File: src/rtl/accel_stream_pkg.sv
// -----------------------------------------------------------------------------
// accel_stream_pkg
//
// Shared definitions for the accelerator line-stream datapath: default line and
// beat widths, the default line type, and a helper that derives the number of
// output beats carried by one FIFO line.
//
// No ports (package). Imported by fifo_line_unpacker and line_slot.
// -----------------------------------------------------------------------------
package accel_stream_pkg;

    localparam int LINE_W_DEF = 256;
    localparam int OUT_W_DEF  = 32;

    typedef logic [LINE_W_DEF-1:0] line_t;

    // Number of OUT_W-bit beats in one LINE_W-bit line.
    function automatic int beats_per_line(input int line_w, input int out_w);
        return line_w / out_w;
    endfunction

endpackage : accel_stream_pkg

File: src/rtl/line_slot.sv
// -----------------------------------------------------------------------------
// line_slot
//
// One-line holding register with a valid bit. Used twice by the unpacker: once
// for the line being streamed and once for the prefetched next line.
//
// Ports:
//   clk        clock, all updates on posedge
//   reset      asynchronous active-high reset, clears valid only
//   load       capture load_data and mark the slot valid
//   load_data  line to capture
//   clear      mark the slot empty (load wins if both are high)
//   valid      slot holds a line
//   data       held line (not reset; meaningless while valid is low)
// -----------------------------------------------------------------------------
module line_slot
    import accel_stream_pkg::*;
#(
    parameter int W = LINE_W_DEF
) (
    input  logic         clk,
    input  logic         reset,
    input  logic         load,
    input  logic [W-1:0] load_data,
    input  logic         clear,
    output logic         valid,
    output logic [W-1:0] data
);

    always_ff @(posedge clk or posedge reset) begin
        if (reset) begin
            valid <= 1'b0;
        end else if (load) begin
            valid <= 1'b1;
        end else if (clear) begin
            valid <= 1'b0;
        end
    end

    // The wide data register carries no reset; valid qualifies it.
    always_ff @(posedge clk) begin
        if (load) begin
            data <= load_data;
        end
    end

endmodule : line_slot

File: src/rtl/fifo_line_unpacker.sv
// -----------------------------------------------------------------------------
// fifo_line_unpacker
//
// Pops LINE_W-bit lines from the upstream line FIFO (registered dout, data valid
// the cycle after the pop) and serializes each line into OUT_W-bit beats on a
// valid/ready stream, beat 0 taken from the line LSBs. A second line slot holds
// a prefetched line so consecutive lines stream with no bubble.
//
// Handshake: a beat transfers on a clock edge where out_valid && out_ready.
// While out_valid is high and out_ready is low, out_valid, out_data and
// out_last hold their values; out_valid never depends on out_ready.
//
// Optional build macro: LINE_UNPACK_PERF_EN adds perf_lines, perf_stall and
// perf_starve saturating 32-bit counters (cleared by reset and flush).
//
// Ports:
//   clk          clock, all updates on posedge
//   reset        asynchronous active-high reset
//   flush        synchronous; drops current line, next line, in-flight pop
//   fifo_empty   FIFO empty flag
//   fifo_dout    FIFO registered read data (valid the cycle after fifo_pop)
//   fifo_pop     pop request to the FIFO
//   out_valid    beat valid
//   out_ready    consumer ready
//   out_data     current beat
//   out_last     final beat of a line
//   busy         a line is held or a pop is in flight
//   perf_lines   (LINE_UNPACK_PERF_EN) lines fully retired
//   perf_stall   (LINE_UNPACK_PERF_EN) cycles with out_valid && !out_ready
//   perf_starve  (LINE_UNPACK_PERF_EN) idle cycles with no pop result arriving
// -----------------------------------------------------------------------------
module fifo_line_unpacker
    import accel_stream_pkg::*;
#(
    parameter int LINE_W = LINE_W_DEF,
    parameter int OUT_W  = OUT_W_DEF
) (
    input  logic              clk,
    input  logic              reset,
    input  logic              flush,
    input  logic              fifo_empty,
    input  logic [LINE_W-1:0] fifo_dout,
    output logic              fifo_pop,
    output logic              out_valid,
    input  logic              out_ready,
    output logic [OUT_W-1:0]  out_data,
    output logic              out_last,
    output logic              busy
`ifdef LINE_UNPACK_PERF_EN
    ,
    output logic [31:0]       perf_lines,
    output logic [31:0]       perf_stall,
    output logic [31:0]       perf_starve
`endif
);

    localparam int BEATS = beats_per_line(LINE_W, OUT_W);
    localparam int IDX_W = (BEATS > 1) ? $clog2(BEATS) : 1;

    generate
        if (((LINE_W % OUT_W) != 0) || (BEATS < 2)) begin : g_bad_cfg
            $error("fifo_line_unpacker: LINE_W must be a multiple of OUT_W with at least 2 beats");
        end
    endgenerate

    // ------------------------------------------------------------------
    // State
    // ------------------------------------------------------------------
    logic              cur_valid;
    logic [LINE_W-1:0] cur_q;
    logic              next_valid;
    logic [LINE_W-1:0] next_q;
    logic              pop_inflight;
    logic              drop_pending;
    logic [IDX_W-1:0]  beat_idx;

    // ------------------------------------------------------------------
    // Derived events
    // ------------------------------------------------------------------
    logic last_beat;
    logic fire;
    logic retire;
    logic arrive;
    logic cur_free;
    logic slot_overcommit;

    assign last_beat = (beat_idx == IDX_W'(BEATS - 1));
    assign fire      = cur_valid && out_ready;
    assign retire    = fire && last_beat;

    // Popped data lands this cycle and is kept. A flush in the landing cycle,
    // or one still pending from the previous cycle, discards it.
    assign arrive    = pop_inflight && !drop_pending && !flush;

    // cur can take the arriving line if empty, or if it retires this edge
    // and there is no prefetched line waiting to move in ahead of it.
    assign cur_free  = !cur_valid || (retire && !next_valid);

    // A further pop would need a second next slot once cur is occupied and
    // next is already full or claimed by the pop in flight.
    assign slot_overcommit = cur_valid && (next_valid || pop_inflight);

    // Registered state, fifo_empty and flush only; never out_ready.
    assign fifo_pop = !reset && !flush && !fifo_empty && !pop_inflight
                      && !next_valid && !slot_overcommit;

    // ------------------------------------------------------------------
    // Slot control
    // ------------------------------------------------------------------
    logic              cur_load;
    logic [LINE_W-1:0] cur_load_data;
    logic              cur_clear;
    logic              next_load;
    logic              next_clear;

    always_comb begin
        cur_load      = 1'b0;
        cur_load_data = fifo_dout;
        cur_clear     = 1'b0;
        next_load     = 1'b0;
        next_clear    = 1'b0;

        if (flush) begin
            cur_clear  = 1'b1;
            next_clear = 1'b1;
        end else begin
            if (retire && next_valid) begin
                // Prefetched line moves up; no gap between lines.
                cur_load      = 1'b1;
                cur_load_data = next_q;
                next_clear    = 1'b1;
            end else if (arrive && cur_free) begin
                cur_load      = 1'b1;
                cur_load_data = fifo_dout;
            end else if (retire) begin
                cur_clear     = 1'b1;
            end

            if (arrive && !cur_free) begin
                next_load = 1'b1;
            end
        end
    end

    line_slot #(.W(LINE_W)) u_cur (
        .clk       (clk),
        .reset     (reset),
        .load      (cur_load),
        .load_data (cur_load_data),
        .clear     (cur_clear),
        .valid     (cur_valid),
        .data      (cur_q)
    );

    line_slot #(.W(LINE_W)) u_next (
        .clk       (clk),
        .reset     (reset),
        .load      (next_load),
        .load_data (fifo_dout),
        .clear     (next_clear),
        .valid     (next_valid),
        .data      (next_q)
    );

    // ------------------------------------------------------------------
    // Control registers
    // ------------------------------------------------------------------
    always_ff @(posedge clk or posedge reset) begin
        if (reset) begin
            pop_inflight <= 1'b0;
            drop_pending <= 1'b0;
            beat_idx     <= '0;
        end else begin
            pop_inflight <= fifo_pop;
            drop_pending <= flush && pop_inflight;
            if (flush) begin
                beat_idx <= '0;
            end else if (fire) begin
                beat_idx <= last_beat ? '0 : beat_idx + IDX_W'(1);
            end
        end
    end

    // ------------------------------------------------------------------
    // Beat selection
    // ------------------------------------------------------------------
    logic [OUT_W-1:0] beat_word [BEATS];

    for (genvar g = 0; g < BEATS; g++) begin : g_beat
        assign beat_word[g] = cur_q[g*OUT_W +: OUT_W];
    end

    // Forced to zero while empty so the unreset line register never shows.
    assign out_valid = cur_valid;
    assign out_data  = cur_valid ? beat_word[beat_idx] : '0;
    assign out_last  = cur_valid && last_beat;
    assign busy      = cur_valid || next_valid || pop_inflight;

`ifdef LINE_UNPACK_PERF_EN
    // ------------------------------------------------------------------
    // Performance counters
    // ------------------------------------------------------------------
    logic stall_cycle;
    logic starve_cycle;

    assign stall_cycle  = cur_valid && !out_ready;
    assign starve_cycle = !cur_valid && !flush && !(pop_inflight && !drop_pending);

    always_ff @(posedge clk or posedge reset) begin
        if (reset) begin
            perf_lines  <= '0;
            perf_stall  <= '0;
            perf_starve <= '0;
        end else if (flush) begin
            perf_lines  <= '0;
            perf_stall  <= '0;
            perf_starve <= '0;
        end else begin
            if (retire && (perf_lines != '1)) begin
                perf_lines <= perf_lines + 32'd1;
            end
            if (stall_cycle && (perf_stall != '1)) begin
                perf_stall <= perf_stall + 32'd1;
            end
            if (starve_cycle && (perf_starve != '1)) begin
                perf_starve <= perf_starve + 32'd1;
            end
        end
    end
`endif

endmodule : fifo_line_unpacker

File: config.mk
export PLATFORM = sky130hd
export DESIGN_NAME = fifo_line_unpacker
export DESIGN_NICKNAME = d
export VERILOG_FILES = /design/src/rtl/accel_stream_pkg.sv /design/src/rtl/line_slot.sv /design/src/rtl/fifo_line_unpacker.sv
export SDC_FILE = /design/constraint.sdc
export NUM_CORES = 1
export LEC_CHECK = 0
export CAP_MARGIN = 30
export CORE_MARGIN = 5
export CORE_UTILIZATION = 55
export CTS_BUF_LIST = sky130_fd_sc_hd__clkbuf_4 sky130_fd_sc_hd__clkbuf_8 sky130_fd_sc_hd__clkbuf_16
export DETAILED_ROUTE_END_ITERATION = 10
export GPL_TIMING_DRIVEN = 0
export PLACE_DENSITY = 0.8
export SLEW_MARGIN = 15
export SYNTH_ARGS = -nofsm -noshare
export SYNTH_HDL_FRONTEND = slang
export SYNTH_HIERARCHICAL = 1
export SYNTH_SLANG_ARGS = --single-unit
export TNS_END_PERCENT = 30
File: constraint.sdc
create_clock -name clk -period 26.7 [get_ports clk]
set_input_delay 2.67 -clock clk [delete_from_list [all_inputs] [get_ports clk]]
set_output_delay 2.67 -clock clk [all_outputs]
set_load 0.005 [all_outputs]
# Word level (Yosys, flattened, before mapping)
# Cells that the tools add are included.
[totals] ff_bits=519 in_bits=261 output_inout_bits=36 word_cells=67
[op_classes] addsub=1 order_cmp=1 n_eq_ne=1 muxes=24 bitwise=1 reduce_logical=32
[op_table] cell="$mux W256" count=2
[op_table] cell="$bmux W32 S3" count=1
[op_table] cell="$mux W32" count=3
[op_table] cell="$logic_and A1 B1 Y1" count=16
[op_table] cell="$mux W1" count=15
[op_table] cell="$logic_not A1 Y1" count=9
[op_table] cell="$mux W3" count=3
[op_table] cell="$reduce_bool A2 Y1" count=3
[op_table] cell="$ge A4 B4 Y1 const B" count=1
[op_table] cell="$logic_or A1 B1 Y1" count=4
[op_table] cell="$not A3 Y4" count=1
[op_table] cell="$add A3 B1 Y3 const B" count=1
[op_table] cell="$eq A3 B3 Y1 const B" count=1

# Logic depth before layout (Yosys ltp)
# Gate-level depths: netlist (run 1).
[logic_depth] word_depth=10 mapped_depth=6 depth_no_buf=5

# By module
# The synthesis (run 1) kept the hierarchy.
[modules_own_cells] module="line_slot" instances=2 cells_per_inst=260 area_each_um2=7727.4 seq_area_each_um2=7712.4
[modules_own_cells] module="fifo_line_unpacker" instances=1 cells_per_inst=511 area_each_um2=5559.1 seq_area_each_um2=125.1

# Least setup slack after synthesis (run 1)
# OpenSTA, ideal clock, no wires.
[synth_timing] path_type="input -> register" startpoint="input flush" endpoint="register u_cur.data[0], enable pin" setup_ps=1254 arrival_time_ps=21506 t_required_ps=25446 slack_ps=3939 cell_stages=2 n_path_buf=1 path_cell_list="buf_2 a211oi_1"
[synth_between] elab_chain_cells=6
[synth_lines] item="start, declared" line_no="fifo_line_unpacker.sv:40" text="input logic flush,"
[synth_lines] item="$logic_not A1 Y1" line_no="fifo_line_unpacker.sv:93" text="assign arrive = pop_inflight && !drop_pending && !flush;"
[synth_lines] item="$logic_and A1 B1 Y1" line_no="fifo_line_unpacker.sv:93"
[synth_lines] item="$logic_and A1 B1 Y1" line_no="fifo_line_unpacker.sv:132" text="end else if (arrive && cur_free) begin"
[synth_lines] item="$mux W1" line_no="fifo_line_unpacker.sv:132"
[synth_lines] item="$mux W1" line_no="fifo_line_unpacker.sv:127" text="if (retire && next_valid) begin"
[synth_lines] item="$mux W1 (*)" line_no="fifo_line_unpacker.sv:123" text="if (flush) begin"
[synth_lines] item="via cur_load" line_no="fifo_line_unpacker.sv:110" text="logic cur_load;"
[synth_lines] item="end signal, assigned" line_no="line_slot.sv:43" text="data <= load_data;"
[synth_lines] item="end, declared" line_no="line_slot.sv:27" text="output logic [W-1:0] data"
# Mark *: on every way through the listed nets, which the timed path passes. The rest lies on a longest branch.
# A chain may end at the register's enable or synchronous reset.

# Final worst setup path (run 1)
[layout_timing] startpoint="input reset" endpoint="output fifo_pop"
[layout_between] elab_chain_cells=6
[layout_lines] item="start, declared" line_no="fifo_line_unpacker.sv:39" text="input logic reset,"
[layout_lines] item="$logic_not A1 Y1 (no line)"
[layout_lines] item="$logic_and A1 B1 Y1 (3 in series)" line_no="fifo_line_unpacker.sv:104" text="assign fifo_pop = !reset && !flush && !fifo_empty && !pop_inflight"
[layout_lines] item="$logic_and A1 B1 Y1 (2 in series)" line_no="fifo_line_unpacker.sv:105" text="&& !next_valid && !slot_overcommit;"
[layout_lines] item="end, declared" line_no="fifo_line_unpacker.sv:43" text="output logic fifo_pop,"
# Every way passes these cells.

==> parameters.txt, run 1 <==
Parameter                              Value

Timing
  Period Utilization, post-route    26.6%
  Slew of the pin with the lowest slew margin    760 ps
  Setup repair after global routing missed its margin    no
  Worst Clk Skew    13.8 ps
  Maximum achievable frequency    141 MHz
  Final worst-path setup slack    19600 ps
  Number of max-slew violations in the final report    0
  Min Tclk post-route    7100 ps
  Total setup violations reported at the end of the flow    0
  Slew Limit Headroom    49.3%
  Hold Fails Final Rpt    0

GRT
  Largest net degree at the start of global routing    55
  Total grt overflow    0
  Global-route usage over all layers    23.3%
  Wire length of the first global-routing pass    73100 microns
  Antenna violations before repair    8
  Number of global-route vias before repair    12.1k

Worst setup path
  Number of cells on the worst reg-to-reg path    8
  Delay contributed by the slowest stage of the critical path    580 ps
  CP startpoint kind    input port
  R2r startpoint    u_cur/valid
  Reg-to-reg endpoint    u_cur/data[118]
  Cell with the largest stage delay on the worst path    clkdlybuf4s50_1
  Biggest fanout along the worst timing path    4
  Data required time at the worst endpoint    24030 ps
  Count of buffering cells on the critical path with inverters included    2
  Critical Path, Cell by Cell    clkdlybuf4s50_1 > or4_1 > nor2_1 > clkdlybuf4s50_1
  Gate family responsible for the most delay along the worst path    buffers and inverters
  Data arrival time of the critical path    4430 ps
  Path type of the worst setup path    in2out
  Kind of capture point of the worst setup path    output port
  Most used cell along the critical path    clkdlybuf4s50_1
  Register-to-Register Setup Slack    23890 ps

Worst hold path
  Class of the tightest hold or removal check    reg2reg
  Hold-critical path endpoint    u_cur/data[225]
  WHS Path Cells    1
  Worst hold path startpoint    u_next/data[225]

Cells and area
  # nets final    1667
  Final std cell area, no fill    0.0268 sq mm
  Leading cell type in the layout, fill and taps excluded    edfxtp_1
  Fraction of layout instances using a drive strength above 1    13.0%
  Post-Layout Cell Count    1966
  Core occupancy in the finished layout    71.1%
  Commonest cells after routing, fill and taps aside    edfxtp_1, clkdlybuf4s50_1, mux2_1
  Layout Area Growth over Synthesis    27.4%

Clocking
  Clock latency on the worst-skew pair    580 ps
  Post-CTS setup buffers    0
  Maximum level of the CTS H-tree    2
  Root buf cell    clkbuf_16
  # clock sinks    519
  CTS Hold Buffers Added    0
  Clock slew at reported path FFs    70 ps
  CTS tree    yes
  # resized after CTS    0
  Maximum buffer depth of the clock tree    3
  Number of buffers inserted during clock tree synthesis    52

Place
  Inst Count DP    1861
  Weighted congestion reported at the end of routability-driven placement    0.823
  Placed Area    0.0250 sq mm
  Setup WS pre-CTS    19630 ps
  Number of buffers added on ports    295
  Detailed-placement wirelength estimate    35000 microns

Power and ir drop
  Leakage power    9.11 nW
  Maximum resistive drop on vdd    0.0483 mV
  Total internal power    1.39 mW
  Logic gate share of total power    5.0%
  Power per cell area    64.2 mW/mm^2
  Flop pwr share    52.8%
  Share of total power consumed by net switching    19.2%
  Net switching power    330 uW
  Clock share of power    42.2%

Job
  Max-cap violation count    0

Synthesis
  Distinct cell type count of the synthesized netlist    28
  Total nets after synthesis    1294
  Share of synthesized area occupied by flip-flops and latches    74.0%
  Warnings, synthesis    6
  Gate count after technology mapping    1031
  Total standard cell area after synthesis    0.0210 sq mm
  Average size of a mapped cell    20.4 sq um
  Post-synthesis sequential element count    519

Drt
  Pre-Repair DR Iteration Count    5
  Routed Wire Length    49100 microns
  Routed len/inst    25.0 microns
  1st-iter DRT viols    885
  Vias per inst    5.61
  Vias    11.0k
  Remaining routing DRC violations    0
  ANT nets after route    0

Die
  Number of top-level design ports    297
  Chip height    205 microns
  Core region area    0.0377 sq mm
  Die Wd    205 microns
  Num rows    71
  Starting density of the core    55.8%
  Die Footprint    0.0422 sq mm

Status
  Result of the run    complete, no violations
==> cell families (layout without fill, tap and decap cells) <==
kind of cell	Yosys count	in the layout	share of synthesized area, %
adder cells (fa/ha/maj)	2	2	0.119
AO/OA/AOI/OAI	73	73	2.99
flip-flops	519	519	74.0
multiplexers	353	353	20.2
other	0	10	0
AND/OR/NAND/NOR	19	19	0.494
buffers and inverters	65	479	2.16
==> how the worst max path moves through the flow <==
stage	startpoint	end	slack, ps	depth (start not counted)
final	reset	fifo_pop	19600	4
after global routing	reset	fifo_pop	19600	4
after CTS	reset	fifo_pop	19630	4
after detailed placement	reset	fifo_pop	19630	4
after global placement	out_ready	u_cur/data[119]	-4940	3
after floorplan	flush	u_cur/data[0]	3940	2
==> sequential cells by signal, indices dropped and copies added, names as in the netlist <==
| name | flops |
|---|---|
| u_next/data | 256 |
| u_cur/valid | 1 |
| u_next/valid | 1 |
| beat_idx | 3 |
| u_cur/data | 256 |
| drop_pending | 1 |
| pop_inflight | 1 |
==> synth_stat cells <==
cell / n / area, sq um
or3_1: 1 / 6.26
ha_1: 2 / 25.0
a41o_1: 2 / 20.0
clkbuf_1: 16 / 60.1
and2_1: 3 / 18.8
buf_4: 2 / 15.0
nand2_1: 4 / 15.0
nand4b_1: 1 / 8.76
a21o_1: 2 / 15.0
nand4_1: 1 / 6.26
edfxtp_1: 512 / 15400
a21oi_1: 3 / 15.0
buf_2: 17 / 85.1
a211oi_1: 1 / 7.51
or4_1: 1 / 7.51
mux2i_1: 65 / 651
o211a_1: 33 / 330
mux4_2: 32 / 721
nand3_1: 1 / 5.00
nor2b_2: 1 / 8.76
nor2_1: 4 / 15.0
buf_1: 1 / 3.75
inv_1: 5 / 18.8
mux2_1: 256 / 2880
dfrtp_1: 7 / 175
nor2b_1: 2 / 12.5
a22oi_1: 32 / 240
buf_6: 24 / 270
==> per-stage QoR <==
stage | setup TNS (ps) | power, mW | hold WS [ps]
4_1_cts | 0 | 1.74 | 524
5_1_grt | 0 | 1.78 | 535
3_5_place_dp | 0 | 1.01 | 510
6_report | 0 | 1.72 | 522
2_1_floorplan | 0 | 0.957 | 477
3_3_place_gp | -1265490 | 1.01 | 501
==> power groups by stage <==
| stage | clock network (mW) | logic, mW | registers (mW) |
|---|---|---|---|
| after floorplan | 0 | 0.0260 | 0.931 |
| after global placement | 0 | 0.0807 | 0.934 |
| after detailed placement | 0 | 0.0859 | 0.925 |
| after CTS | 0.741 | 0.0871 | 0.908 |
| after global routing | 0.775 | 0.0928 | 0.908 |
| final | 0.726 | 0.0866 | 0.908 |
==> metal layers <==
layer	share of wire, %	vias to the layer above	global-route usage [%]
met3	6.2	105	4.33
met1	41	5599	31.3
met2	49	371	37.5
met5	0	-	0
met4	4.3	0	10.1
li1	-	4957	-
==> area by class of cell <==
| cell class | count | area [sq um] |
|---|---|---|
| fill | 2380 | 10900 |
| multi-input combinational | 447 | 5030 |
| clock inverter | 33 | 315 |
| timing repair buffer | 319 | 3370 |
| antenna | 10 | 25.0 |
| tap | 511 | 639 |
| clock buffer | 62 | 1390 |
| sequential | 519 | 15500 |
| inverter | 5 | 18.8 |
| buffer | 60 | 434 |
(Power assumes the default switching activity.)
==> inputs of run 2 (changes only) <==
--- a/config.mk
+++ b/config.mk
@@ -7,11 +7,11 @@
 export LEC_CHECK = 0
 export CAP_MARGIN = 30
 export CORE_MARGIN = 5
-export CORE_UTILIZATION = 55
+export CORE_UTILIZATION = 49
 export CTS_BUF_LIST = sky130_fd_sc_hd__clkbuf_4 sky130_fd_sc_hd__clkbuf_8 sky130_fd_sc_hd__clkbuf_16
 export DETAILED_ROUTE_END_ITERATION = 10
 export GPL_TIMING_DRIVEN = 0
-export PLACE_DENSITY = 0.8
+export PLACE_DENSITY = 0.76
 export SLEW_MARGIN = 15
 export SYNTH_ARGS = -nofsm -noshare
 export SYNTH_HDL_FRONTEND = slang
==> constraint.sdc (replaced) <==
create_clock -name clk -period 5.8 [get_ports clk]
set_input_delay 0.58 -clock clk [delete_from_list [all_inputs] [get_ports clk]]
set_output_delay 0.58 -clock clk [all_outputs]
set_load 0.005 [all_outputs]
==> run 2 against run 1 <==
  * First-iteration DRC count down 8.6%
  * Critical path depth rose by 3
  * Flip-flop and latch count unchanged
  * Critical endpoint is now out_data[14]
  * Highest routed layer is now met5
==> parameters.txt, run 2 (synthesis gave the netlist of run 1 again) <==
Parameter                              Value

Place
  Weighted congestion reported at the end of routability-driven placement    0.782
  Number of buffers added on ports    295
  Placed Area    0.0251 sq mm
  Detailed-placement wirelength estimate    35900 microns

Worst setup path
  Data arrival time of the critical path    3340 ps
  Delay contributed by the slowest stage of the critical path    540 ps
  Cell with the largest stage delay on the worst path    clkbuf_1
  Biggest fanout along the worst timing path    10
  Gate family responsible for the most delay along the worst path    buffers and inverters
  Reg-to-reg endpoint    u_cur/data[203]
  Kind of capture point of the worst setup path    output port
  R2r startpoint    u_cur/valid
  Register-to-Register Setup Slack    3300 ps
  CP startpoint kind    flop
  Count of buffering cells on the critical path with inverters included    4
  Path type of the worst setup path    reg2out
  Critical Path, Cell by Cell    clkbuf_1 > and2_1 > clkbuf_1 > clkbuf_1 > a22oi_1 > o211a_1 > clkdlybuf4s50_1
  Data required time at the worst endpoint    5220 ps
  Number of cells on the worst reg-to-reg path    7
  Most used cell along the critical path    clkbuf_1

Timing
  Total setup violations reported at the end of the flow    0
  Slew Limit Headroom    46.6%
  Number of max-slew violations in the final report    0
  Maximum achievable frequency    255 MHz
  Hold Fails Final Rpt    0
  Worst Clk Skew    10.7 ps
  Setup repair after global routing missed its margin    no
  Slew of the pin with the lowest slew margin    801 ps
  Period Utilization, post-route    67.6%
  Min Tclk post-route    3920 ps

Drt
  Pre-Repair DR Iteration Count    5
  Vias    11.0k
  Remaining routing DRC violations    0
  Routed Wire Length    50400 microns
  Routed len/inst    25.3 microns
  1st-iter DRT viols    809
  Vias per inst    5.54
  ANT nets after route    0

Die
  Num rows    75
  Die Wd    217 microns
  Number of top-level design ports    297
  Chip height    217 microns
  Die Footprint    0.0471 sq mm
  Core region area    0.0422 sq mm
  Starting density of the core    49.8%

Power and ir drop
  Share of total power consumed by net switching    19.4%
  Logic gate share of total power    5.0%
  Clock share of power    42.6%
  Post-layout total power    7.97 mW
  Maximum resistive drop on vdd    0.240 mV
  Leakage power    9.12 nW
  Power per cell area    297 mW/mm^2
  Total internal power    6.43 mW
  Flop pwr share    52.4%
  Net switching power    1.55 mW

Cells and area
  Layout Area Growth over Synthesis    27.9%
  Top Registers    u_cur/data x256, u_next/data x256, beat_idx x3
  Fillcell total    2932
  Commonest cells after routing, fill and taps aside    edfxtp_1, clkdlybuf4s50_1, mux2_1
  # nets final    1667
  Final std cell area, no fill    0.0269 sq mm
  Leading cell type in the layout, fill and taps excluded    edfxtp_1
  Fraction of layout instances using a drive strength above 1    13.2%
  Core occupancy in the finished layout    63.7%

Clocking
  # clock sinks    519
  CTS tree    yes
  Maximum buffer depth of the clock tree    3
  Number of buffers inserted during clock tree synthesis    52
  Clock slew at reported path FFs    60 ps
  CTS Hold Buffers Added    0
  # resized after CTS    0
  Clock latency on the worst-skew pair    580 ps
  Maximum level of the CTS H-tree    2
  Post-CTS setup buffers    0
  Root buf cell    clkbuf_16

GRT
  Antenna violations before repair    12
  Global-route usage over all layers    21.2%
  Total grt overflow    0
  Largest net degree at the start of global routing    55
  Number of global-route vias before repair    11.9k
  Wire length of the first global-routing pass    74900 microns

Job
  Max-cap violation count    0

Worst hold path
  Class of the tightest hold or removal check    in2async

Status
  Result of the run    complete, no violations
-- run 2: worst max-delay path by stage --
stage	startpoint	end	slack, ps	cells after the start
final	beat_idx[2]	out_data[14]	1880	7
after global routing	beat_idx[2]	out_data[14]	1620	7
after CTS	beat_idx[2]	out_data[14]	1780	7
after detailed placement	beat_idx[2]	out_data[13]	2430	7
after global placement	out_ready	u_cur/data[178]	-5690	3
after floorplan	beat_idx[0]	u_cur/data[0]	-2080	4
-- run 2: through the flow --
stage	setup WS (ps)	cells	TNS, ps	hold slack, ps
final	1880	1994	0	250
after global routing	1620	1994	0	251
after CTS	1780	1983	0	198
after detailed placement	2430	1889	0	509
after global placement	-5690	1865	-2453130	498
after floorplan	-2080	1031	-727400	309
-- run 2: worst register-to-register path, stage by stage (launching register included) --
cell	delay, ps
dfrtp_1	480
clkbuf_2	300
a21oi_1	150
a211oi_4	480
buf_8	250
buf_16	180
buf_8	170
buf_8	190
-- run 2: layout make-up --
| class | instances | area, sq um | area share (%) |
|---|---|---|---|
| inverters | 5 | 18.8 | 0.0698 |
| multi-input cells | 447 | 5050 | 18.8 |
| diodes | 11 | 27.5 | 0.102 |
| clock inverters | 28 | 304 | 1.13 |
| flip-flops and latches | 519 | 15500 | 57.8 |
| clock buffers | 66 | 1420 | 5.30 |
| plain buffers | 60 | 435 | 1.62 |
| well taps | 539 | 674 | 2.51 |
| repair buffers | 319 | 3400 | 12.6 |
-- run 2: per-layer routing --
layer / GRT usage [%] / routed length [microns] / vias up / share of wire, %
met3: 3.36 / 2460 / 90 / 4.9
met2: 34.4 / 24900 / 329 / 49
li1: - / - / 4959 / -
met5: 0 / 7 / - / 0.014
met4: 8.97 / 1810 / 2 / 3.6
met1: 28.9 / 21200 / 5668 / 42
-- run 2: power groups by stage --
stage               clock, mW  combinational (mW)  sequential (mW)
floorplan                   0               0.120             4.27
global placement            0               0.375             4.27
detailed placement          0               0.399             4.26
CTS                      3.47               0.404             4.18
global route             3.63               0.429             4.18
finish                   3.40               0.400             4.18
